## src/rtl/ex_div.sv

```systemverilog
// ex_div: iterative 32-step restoring divider for DIV/DIVU/REM/REMU.
// Signed operands are reduced to magnitudes on capture, and signs are
// re-applied on the final step. Divide-by-zero and signed overflow are
// resolved at capture time without iterating.
module ex_div #(
  parameter int XLEN = 32
) (
  input  logic            clk,
  input  logic            rst,
  input  logic            start_i,
  input  logic [1:0]      op_i,
  input  logic [XLEN-1:0] dividend_i,
  input  logic [XLEN-1:0] divisor_i,
  input  logic [4:0]      rd_addr_i,
  input  logic            flush_i,
  output logic            busy_o,
  output logic [XLEN-1:0] result_o,
  output logic            result_valid_o,
  output logic [4:0]      rd_addr_o,
  output logic            reg_wen_o
);

  localparam int CNT_W = $clog2(XLEN);

  typedef enum logic [1:0] {IDLE, CALC, DONE} state_t;

  state_t              state;
  logic [1:0]          op_p0;
  logic [4:0]          rd_p0;
  logic                sign_a_p0;
  logic                sign_b_p0;
  logic [XLEN-1:0]     dvs_p0;
  logic [XLEN-1:0]     quo_p0;
  logic [XLEN-1:0]     rem_p0;
  logic [CNT_W-1:0]    cnt_p0;

  // Conditional two's-complement negation, used both for taking magnitudes
  // on capture and for re-applying signs to the final quotient/remainder.
  function automatic logic [XLEN-1:0] sign_fix(input logic [XLEN-1:0] v,
                                               input logic neg);
    logic signed [XLEN-1:0] s;
    s = signed'(v);
    return neg ? unsigned'(-s) : v;
  endfunction

  logic            is_signed;
  logic            sign_a_in;
  logic            sign_b_in;
  logic            div_zero;
  logic            ovf;
  logic            special;
  logic [XLEN-1:0] special_res;
  logic            accept;

  assign is_signed = ~op_i[0];
  assign sign_a_in = is_signed & dividend_i[XLEN-1];
  assign sign_b_in = is_signed & divisor_i[XLEN-1];
  assign div_zero  = (divisor_i == '0);
  assign ovf       = is_signed && (dividend_i == {1'b1, {(XLEN-1){1'b0}}}) &&
                     (divisor_i == '1);
  assign special   = div_zero || ovf;
  assign special_res = div_zero ? (op_i[1] ? dividend_i : '1)
                                : (op_i[1] ? '0 : dividend_i);
  assign accept    = start_i && (state == IDLE || state == DONE) && !flush_i;
  assign busy_o    = accept || (state == CALC);
  assign reg_wen_o = result_valid_o;

  // One restoring step: the shifted partial remainder is XLEN+1 bits so a
  // divisor with its MSB set still compares correctly.
  logic [XLEN:0]   shifted;
  logic [XLEN:0]   trial;
  logic [XLEN-1:0] rem_nxt;
  logic [XLEN-1:0] quo_nxt;
  logic [XLEN-1:0] q_fix;
  logic [XLEN-1:0] r_fix;
  logic [XLEN-1:0] fin_res;
  logic            last;

  assign shifted = {rem_p0, quo_p0[XLEN-1]};
  assign trial   = shifted - {1'b0, dvs_p0};
  assign rem_nxt = trial[XLEN] ? shifted[XLEN-1:0] : trial[XLEN-1:0];
  assign quo_nxt = {quo_p0[XLEN-2:0], ~trial[XLEN]};
  assign q_fix   = sign_fix(quo_nxt, (op_p0 == 2'b00) && (sign_a_p0 ^ sign_b_p0));
  assign r_fix   = sign_fix(rem_nxt, (op_p0 == 2'b10) && sign_a_p0);
  assign fin_res = op_p0[1] ? r_fix : q_fix;
  assign last    = (cnt_p0 == CNT_W'(XLEN - 1));

  // Operand capture and iteration datapath (no reset: contents only matter after accept).
  always_ff @(posedge clk) begin
    if (accept) begin
      op_p0     <= op_i;
      rd_p0     <= rd_addr_i;
      sign_a_p0 <= sign_a_in;
      sign_b_p0 <= sign_b_in;
      dvs_p0    <= sign_fix(divisor_i, sign_b_in);
      quo_p0    <= sign_fix(dividend_i, sign_a_in);
      rem_p0    <= '0;
      cnt_p0    <= '0;
    end else if (state == CALC) begin
      rem_p0    <= rem_nxt;
      quo_p0    <= quo_nxt;
      cnt_p0    <= cnt_p0 + 1'b1;
    end
  end

  // Control FSM with registered writeback outputs.
  always_ff @(posedge clk) begin
    if (rst) begin
      state          <= IDLE;
      result_valid_o <= 1'b0;
      result_o       <= '0;
      rd_addr_o      <= '0;
    end else begin
      result_valid_o <= 1'b0;
      if (flush_i) begin
        state <= IDLE;
      end else begin
        case (state)
          IDLE, DONE: begin
            if (start_i) begin
              if (special) begin
                state          <= DONE;
                result_valid_o <= 1'b1;
                result_o       <= special_res;
                rd_addr_o      <= rd_addr_i;
              end else begin
                state <= CALC;
              end
            end else begin
              state <= IDLE;
            end
          end
          CALC: begin
            if (last) begin
              state          <= DONE;
              result_valid_o <= 1'b1;
              result_o       <= fin_res;
              rd_addr_o      <= rd_p0;
            end
          end
          default: state <= IDLE;
        endcase
      end
    end
  end

endmodule

```

## config.mk

```make
export PLATFORM = sky130hd
export DESIGN_NAME = ex_div
export DESIGN_NICKNAME = d
export VERILOG_FILES = /design/src/rtl/ex_div.sv
export SDC_FILE = /design/constraint.sdc
export NUM_CORES = 1
export LEC_CHECK = 0
export ABC_AREA = 1
export BUFFER_PORTS_ARGS = -buffer_cell sky130_fd_sc_hd__clkbuf_2
export CORE_MARGIN = 8
export CORE_UTILIZATION = 42
export CTS_CLUSTER_DIAMETER = 80
export DETAILED_ROUTE_END_ITERATION = 7
export GPL_ROUTABILITY_DRIVEN = 0
export PLACE_DENSITY = 0.67
export SETUP_SLACK_MARGIN = 0.15
export SYNTH_ARGS = -nofsm -noshare
export SYNTH_HDL_FRONTEND = slang
export SYNTH_SLANG_ARGS = --single-unit
```

## constraint.sdc

```tcl
create_clock -name clk -period 7.7 [get_ports clk]
set_input_delay 1.155 -clock clk [delete_from_list [all_inputs] [get_ports clk]]
set_output_delay 1.155 -clock clk [all_outputs]
set_load 0.1 [all_outputs]
```

[Yosys cells after proc, flatten, opt, wreduce, memory -nomap -nowiden]
Cells that the tools add are included.
Operators by class
  $add $sub $neg: 6
  equal/unequal tests: 9
  multiplexer cells: 27
  bitwise logic cells: 6
  reduce and logical (&&, ||, !) cells: 18
Operators by type and width (count)
  $mux 32: 14
  $neg 32->32: 4
  $eq 32x32->1 const B: 2
  $pmux 32 s2: 1
  $sub 33x32->33: 1
  $logic_not 32->1: 1
  $mux 5: 3
  $pmux 5 s2: 1
  $logic_and 1x1->1: 6
  $mux 2: 3
  $ne 2x2->1 const B: 3
  $add 5x1->5 const B: 1
  $eq 5x5->1 const B: 1
  $reduce_and 5->1: 1
  $eq 2x2->1 const B: 2
  $logic_not 2->1: 2
  $pmux 2 s2: 1
  $reduce_bool 2->1: 2
  $reduce_or 2->1: 2
  $logic_or 1x1->1: 3
  $mux 1: 3
  $not 1->1: 3
  $and 1x1->1: 2
  $eq 2x1->1 const B: 1
  3 further kinds: 3
Word-level totals
  register bits: 150
  input bits: 75
  output and inout port bits: 40
  logic and storage cells: 78

[Logic depth before layout (Yosys ltp)]
Gate-level depths: netlist of run 1.
  depth in word-level cells: 7
  depth in mapped cells: 34

[Least setup slack after synthesis of run 1]
No wires, ideal clock.
  path kind: in2out
  start: in start_i
  end: out busy_o
  data arrival time: 3.537 ns
  required time: 6.545 ns
  setup slack: 3.008 ns
  stages on the path: 5
  path buffers: 1
  cells stage by stage: nand2_1 > nor2_1 > clkinv_1 > nand2_1 > clkbuf_1
On the way
  cells in the longest elaborated chain, start to end: 3
RTL lines
  from (decl): RTL line 10  | input logic start_i,
  $logic_and 1x1->1 (2 in series): RTL line 64  | assign accept = start_i && (state == IDLE || state == DONE) && !flush_i;
  $logic_or 1x1->1: RTL line 65  | assign busy_o = accept || (state == CALC);
  to (decl): RTL line 16  | output logic busy_o,
No other way between the ends.

[Final worst setup path of run 1]
Ends and elaborated chain as after synthesis.

==> qor.csv, run 1 <==
metric,value,unit
layout_commonest_cell,nand2_1,
drcViolationCount,0,
area_delta_synth_final,10.8,%
setup_tns,0,ps
clkLatencyLatePin,450,ps
nNetsFinal,2244,
drive_gt1_share,11.7,%
dpl_cell_area,13900,um^2
synth-main-ff-cell,dfxtp_1,
synthCells,2055,
drtIter0Drc,1385,
finalHoldViolCount,0,
multi_input_area,7900,um^2
antenna_found_initial,0,
power_density,318,nW/um^2
start_kind,input port,
ys_seq_area_share,28.6,%
power,4600,uW
clock-sinks,150,
async_flop_share,0,%
cts_tree,yes,
nFillCells,3236,
htreeDepth,4,
grt_max_degree,88,
status,completed,
fin_crit,4840,ps
rows,64,
wl_per_cell,16.9,um
irDropWorstVdd,0.177,mV
vias_per_cell,5.40,
p_seq_share,23.2,%
cts_root_buffer,clkbuf_16,
syn_area_per_cell,6.35,um^2
hp-class,reg -> reg,
port_buffers,114,
grt_overflow,0,
dp.cells,2506,
period_share,62.9,%
arrival,3680,ps
drt_pre_antenna_iters,5,
ys_ff_latch,150,
clock_skew,11.3,ps
die-area,36900,um^2
cts_setup_buffers,0,
fp.dieW,192,um
power_switching,2370,uW
cts_made_buffers,17,
core,30600,um^2
yosysWarnings,0,
endpoint_kind,output pin,
drv_cap,0,
drt_wl_total,43000,um
postRouteAntennaNets,0,
relSlewSlack,32.1,%
cp.required,6550,ps
synthDistinctLibCells,53,
path_class,in -> out,
grt.total_usage,23.3,%
vias,13700,
layout_common_cells,"nand2_1, inv_1, nor2_1",
chipHeight,192,um
cts_buffer_depth,2,
path_max_fanout,63,
hold_buffers,0,
p_leak,0.00692,uW
seq_area,3730,um^2
rsz0062_at_grt,false,
postSynthNetCount,2170,
grt_pass1_wl,67900,um
netSwitchingFraction,51.4,%
comb_power_share,58.6,%
grt_pass1_vias,12800,
cts.repair.resized,0,
synth_edf_count,73,
stdcell_count,2538,
fin_area,14400,um^2
synth_area,13000,um^2
pwr-share-clk,18.1,%
initial_core_util,42.6,%
dp_hpwl,33500,um
final_max_slew_viol_count,0,
setup_viol,0,
clk_pin_slew_worst_paths,70,ps
boundaryPins,115,
p_int,2230,uW
worst_pin_slew,1020,ps
max_freq,207,MHz
n_antenna_cell,0,
==> worst max-delay path: stages <==
cell and delay [ps]:
clkbuf_2 90, nand2_1 100, nor2_4 90, buf_4 570, clkinv_1 140, buf_4 330
nand2_2 600, clkbuf_2 580
==> through the flow <==
stage	util, %	hold WS, ps	setup slack (ps)
4_1_cts	47.2	471	2880
3_5_place_dp	45.3	460	2880
6_report	47.2	473	2860
5_1_grt	47.2	496	2550
2_1_floorplan	-	445	3010
3_3_place_gp	45.3	454	2870
==> worst paths after layout <==
path	from	to	slack (ps)	cells past startpoint
setup reg to reg	quo_p0[31]	result_o[26]	3040	30
setup / recovery	start_i	busy_o	2860	8
hold reg to reg	cnt_p0[4]	cnt_p0[4]	470	2
hold / removal	cnt_p0[4]	cnt_p0[4]	470	2
==> layout make-up <==
| class | instances | area share (%) |
|---|---|---|
| sequential | 150 | 25.8 |
| tap | 396 | 3.43 |
| timing repair buffer | 128 | 4.68 |
| inverter | 285 | 7.41 |
| clock buffer | 20 | 3.24 |
| multi-input combinational | 1547 | 54.7 |
| clock inverter | 12 | 0.728 |
==> state kept, by name (all words and copies together) (netlist names), 2 cells and up <==
register	flops
cnt_p0	5
dvs_p0	32
op_p0	2
quo_p0	32
rd_addr_o	5
rd_p0	5
rem_p0	32
result_o	32
state	2
==> per-layer routing <==
metal  wire length [um]  vias up  track usage (%)
met4               1560        0             9.90
met2              19100      546             36.0
met5                  0        -                0
met3               3590       86             3.99
li1                   -     6852                -
met1              18800     6222             31.8
==> cell families (layout without fill, tap and decap cells) <==
| family | Yosys count | after routing | share of synthesized area (%) |
|---|---|---|---|
| compound gates | 354 | 354 | 15.2 |
| simple gates | 1076 | 1076 | 36.2 |
| flops | 150 | 150 | 28.6 |
| buf+inv | 358 | 445 | 11.0 |
| xor+xnor | 77 | 77 | 5.17 |
| fa+ha+maj | 40 | 40 | 3.90 |
==> power groups by stage <==
stage | sequential, uW | combinational (uW) | clock, uW
global route | 1080 | 3060 | 873
floorplan | 1050 | 2090 | 0
finish | 1070 | 2700 | 835
global placement | 1080 | 2610 | 0
CTS | 1070 | 2660 | 838
detailed placement | 1080 | 2650 | 0
==> Yosys cell counts, types with 4 or more instances <==
cell type | number | area [um^2]
a21oi_1 | 124 | 621
o21ai_0 | 136 | 681
o21ai_1 | 8 | 40.0
o21bai_1 | 7 | 52.6
ha_1 | 39 | 488
xnor2_1 | 18 | 158
inv_2 | 10 | 37.5
o211a_1 | 5 | 50.1
nor3_1 | 41 | 205
nand3_1 | 131 | 656
clkbuf_1 | 51 | 191
buf_4 | 5 | 37.5
nand2_1 | 578 | 2170
nand2_4 | 4 | 45.0
xor2_1 | 59 | 517
o22ai_1 | 33 | 206
edfxtp_1 | 73 | 2190
o211ai_1 | 11 | 82.6
inv_1 | 269 | 1010
nor2_4 | 4 | 45.0
nor2_1 | 201 | 754
buf_6 | 5 | 56.3
nand3b_1 | 14 | 105
dfxtp_1 | 77 | 1540
nand4_1 | 26 | 163
a31oi_1 | 5 | 31.3
nor4_1 | 9 | 56.3
nor2_2 | 9 | 56.3
nand2_2 | 36 | 225
clkinv_1 | 6 | 22.5
buf_2 | 10 | 50.1
o31ai_1 | 6 | 45.0
or2_2 | 4 | 25.0
a21oi_2 | 4 | 35.0
Power figures use the tool's default switching activity.
==> inputs of run 2 (changes only) <==
--- a/config.mk
+++ b/config.mk
@@ -5,14 +5,14 @@
 export SDC_FILE = /design/constraint.sdc
 export NUM_CORES = 1
 export LEC_CHECK = 0
-export ABC_AREA = 1
+export ABC_AREA = 0
 export BUFFER_PORTS_ARGS = -buffer_cell sky130_fd_sc_hd__clkbuf_2
 export CORE_MARGIN = 8
 export CORE_UTILIZATION = 42
 export CTS_CLUSTER_DIAMETER = 80
 export DETAILED_ROUTE_END_ITERATION = 7
 export GPL_ROUTABILITY_DRIVEN = 0
-export PLACE_DENSITY = 0.67
+export PLACE_DENSITY = 0.69
 export SETUP_SLACK_MARGIN = 0.15
 export SYNTH_ARGS = -nofsm -noshare
 export SYNTH_HDL_FRONTEND = slang
==> constraint.sdc (replaced) <==
create_clock -name clk -period 4.2 [get_ports clk]
set_input_delay 0.63 -clock clk [delete_from_list [all_inputs] [get_ports clk]]
set_output_delay 0.63 -clock clk [all_outputs]
set_load 0.1 [all_outputs]
==> run 2 against run 1 <==
The flow now finishes with violations (setup timing). Flip-flop and latch count stayed put. Largest cell class unchanged. Non-clock buffer count is 186 higher. Wire length is 3.8% lower.
==> qor.csv, run 2 <==
metric,value,unit,change
synth-xor-area-share,10.1,%,was 5.17%
n_antenna_cell,0,,unchanged
synth_top_family_by_area,compound AO/OA/AOI/OAI gates,,was simple AND/OR/NAND/NOR gates
antenna_found_initial,0,,unchanged
drv_cap,0,,unchanged
setup_viol,12,,was 0
cts_root_buffer,clkbuf_16,,unchanged
start_kind,register,,was input port
synth_area,11700,um^2,was 13000 um^2
violations,setup timing,,
relSlewSlack,38.2,%,was 32.1%
grt_overflow,0,,unchanged
stdcell_count,2112,,was 2538
postRouteAntennaNets,0,,unchanged
clock_skew,16.0,ps,was 11.3 ps
synthSimpleGateAreaFrac,20.1,%,was 36.2%
fin_area,14900,um^2,was 14400 um^2
wl_per_cell,19.6,um,was 16.9 um
dp_hpwl,32000,um,was 33500 um
synthCells,1471,,was 2055
finalHoldViolCount,0,,unchanged
cp.required,4540,ps,was 6550 ps
worst_pin_slew,927,ps,was 1020 ps
critical_path.top_delay_family,simple AND/OR/NAND/NOR gates,,was buffers and inverters
p_seq_share,25.7,%,was 23.2%
cts_tree,yes,,unchanged
yosys.area.top_type,edfxtp_1,,unchanged
rsz0062_at_grt,true,,was false
grt.total_usage,24.0,%,was 23.3%
port_buffers,114,,unchanged
fp.dieW,183,um,was 192 um
yosysWarnings,0,,unchanged
synth.mux.area_fraction,2.81,%,was 0%
clk_pin_slew_worst_paths,80,ps,was 70 ps
p_int,4060,uW,was 2230 uW
busiest_layer,met2,,unchanged
max_freq,220,MHz,
power_density,472,nW/um^2,was 318 nW/um^2
crit_path_frequent_cell,inv_2,,
hold_ws,369,ps,was 473 ps
arrival,4880,ps,was 3680 ps
synth.top_cell.area_share,18.8,%,was 16.8%
dpl_cell_area,13800,um^2,was 13900 um^2
yosysMostFrequentCell,nor2_1,,was nand2_1
fin_util,53.9,%,was 47.2%
cts_made_buffers,17,,unchanged
ys_ff_latch,150,,unchanged
layout_common_cells,"buf_4, nand2_1, a21oi_1",,"was nand2_1, inv_1, nor2_1"
fin_ws,-339,ps,was 2860 ps
final_max_slew_viol_count,0,,unchanged
drt_wl_total,41300,um,was 43000 um
chipHeight,183,um,was 192 um
rows,61,,was 64
cts_buffer_depth,2,,unchanged
synth-compound-area-share,25.6,%,was 15.2%
power_switching,2960,uW,was 2370 uW
synth-main-ff-cell,dfxtp_1,,unchanged
syn_area_per_cell,7.93,um^2,was 6.35 um^2
dp.cells,2060,,was 2506
irDropWorstVdd,0.364,mV,was 0.177 mV
layout_commonest_cell,buf_4,,was nand2_1
p_leak,0.00580,uW,was 0.00692 uW
nNetsFinal,1836,,was 2244
endpoint_kind,register,,was output pin
grt_pass1_wl,63800,um,was 67900 um
htreeDepth,4,,unchanged
boundaryPins,115,,unchanged
cpPeakStageDelay,420,ps,was 600 ps
crit_path_cell_trace,"inv_1, ha_2, inv_2, fa_2, a211oi_2, o211ai_1, nand3_2, a21oi_4, o21a_2, nor2_4, inv_2, a21oi_4, ha_2, inv_2, nor2_2, nand4bb_1, or3_1, o31a_1, or2_4, buf_4, buf_4, o21ai_2, or4_1, nand3_1",,"was clkbuf_2, nand2_1, nor2_4, buf_4, clkinv_1, buf_4, nand2_2, clkbuf_2"
postSynthNetCount,1586,,was 2170
drt_pre_antenna_iters,5,,unchanged
cp_num_buf_inv,6,,was 5
vias_per_cell,6.00,,was 5.40
gr-usage-met3,3.82,%,was 3.99%
path_max_fanout,5,,was 63
drcViolationCount,0,,unchanged
initial_core_util,42.4,%,was 42.6%
area_delta_synth_final,27.3,%,was 10.8%
synth_edf_count,73,,unchanged
grt_use_met2,39.2,%,was 36.0%
comb_power_share,51.8,%,was 58.6%
slowest_stage,or3_1,,was nand2_2
grt_use_met1,30.8,%,was 31.8%
drtIter0Drc,1385,,unchanged
synth_fa_ha_area_share,4.35,%,was 3.90%
core,27600,um^2,was 30600 um^2
netSwitchingFraction,42.2,%,was 51.4%
period_share,108,%,
hp-class,in -> reg,,was reg -> reg
synthDistinctLibCells,84,,was 53
status,"complete, but fails checks",,was completed
fin_crit,4540,ps,
ys_seq_area_share,32.0,%,was 28.6%
vias,12700,,was 13700
async_flop_share,0,%,unchanged
grt_max_degree,88,,unchanged
drive_gt1_share,25.0,%,was 11.7%
path_class,reg -> reg,,was in -> out
pwr-share-clk,22.5,%,was 18.1%
clkLatencyLatePin,450,ps,about the same
clock-sinks,150,,unchanged
hold_buffers,0,,unchanged
synthTopCellsByArea,"edfxtp_1, dfxtp_1, a21oi_1",,"was edfxtp_1, nand2_1, dfxtp_1"
grt_pass1_vias,11800,,was 12800
die-area,33400,um^2,was 36900 um^2
ys_top_cells_by_count,"nor2_1, a21oi_1, nand2_1",,"was nand2_1, inv_1, nor2_1"
run 2: cell count changes in the layout (fill, tap and decap cells not counted), moves of 15 or more:
| cell | delta |
|---|---|
| nand2_1 | -436 |
| inv_1 | -210 |
| buf_4 | +175 |
| nand3_1 | -107 |
| nor2_1 | -63 |
| xnor2_1 | +55 |
| nand2_2 | -36 |
| o22ai_1 | -25 |
| mux2i_1 | +23 |
| or3_1 | +22 |
| o21ai_0 | -19 |
| or4_1 | +17 |
| a21oi_1 | +15 |
| o31ai_1 | +15 |
run 2: repair_timing:
action	CTS	global route
buffers inserted	12	8
endpoints found under the hold margin	0	0
setup endpoints to repair	16	21
resized for setup	19	49
pin swaps	26	39
cloned	0	0
run 2: power groups by stage:
stage / clock network (uW) / logic [uW] / registers (uW)
2_1_floorplan: 0 / 2010 / 1810
4_1_cts: 1580 / 3330 / 1800
5_1_grt: 1650 / 3910 / 1810
3_3_place_gp: 0 / 3150 / 1820
3_5_place_dp: 0 / 3190 / 1830
6_report: 1570 / 3640 / 1800
run 2: per-layer routing:
layer / part of all wire (%) / wire length (um)
met5: 0 / 0
met4: 4.3 / 1800
met3: 7.8 / 3240
met2: 47 / 19300
met1: 41 / 17000
run 2: path summary, 6_finish.rpt:
kind	start	slack [ps]	endpoint	cells after the start
max	quo_p0[31]	-340	result_o[22]	24
min	rd_addr_i[1]	370	rd_p0[1]	1
max reg2reg	quo_p0[31]	-340	result_o[22]	24
min reg2reg	result_o[19]	450	result_o[19]	2
run 2: metrics by stage:
stage               setup slack (ps)  TNS, ps  power (uW)
global placement                -233    -1400        4970
global route                    -574    -5060        7370
CTS                             -268    -1870        6710
floorplan                       -437    -2690        3820
finish                          -339    -2430        7010
detailed placement              -380    -2700        5010
run 2: area by class of cell:
class | instances | area [um^2]
Timing Repair Buffer | 314 | 2120
Fill cell | 2517 | 12700
Inverter | 63 | 236
Sequential cell | 150 | 3730
Clock inverter | 15 | 176
Tap cell | 378 | 473
Multi-Input combinational cell | 1175 | 7680
Clock buffer | 17 | 425
run 2: cell families (layout without fill, tap and decap cells):
group / after synthesis / count (layout)
AO/OA/AOI/OAI: 476 / 476
buffers and inverters: 146 / 409
AND/OR/NAND/NOR: 492 / 492
flip-flops: 150 / 150
XOR/XNOR: 135 / 135
adder cells (fa/ha/maj): 40 / 40
multiplexers: 32 / 32
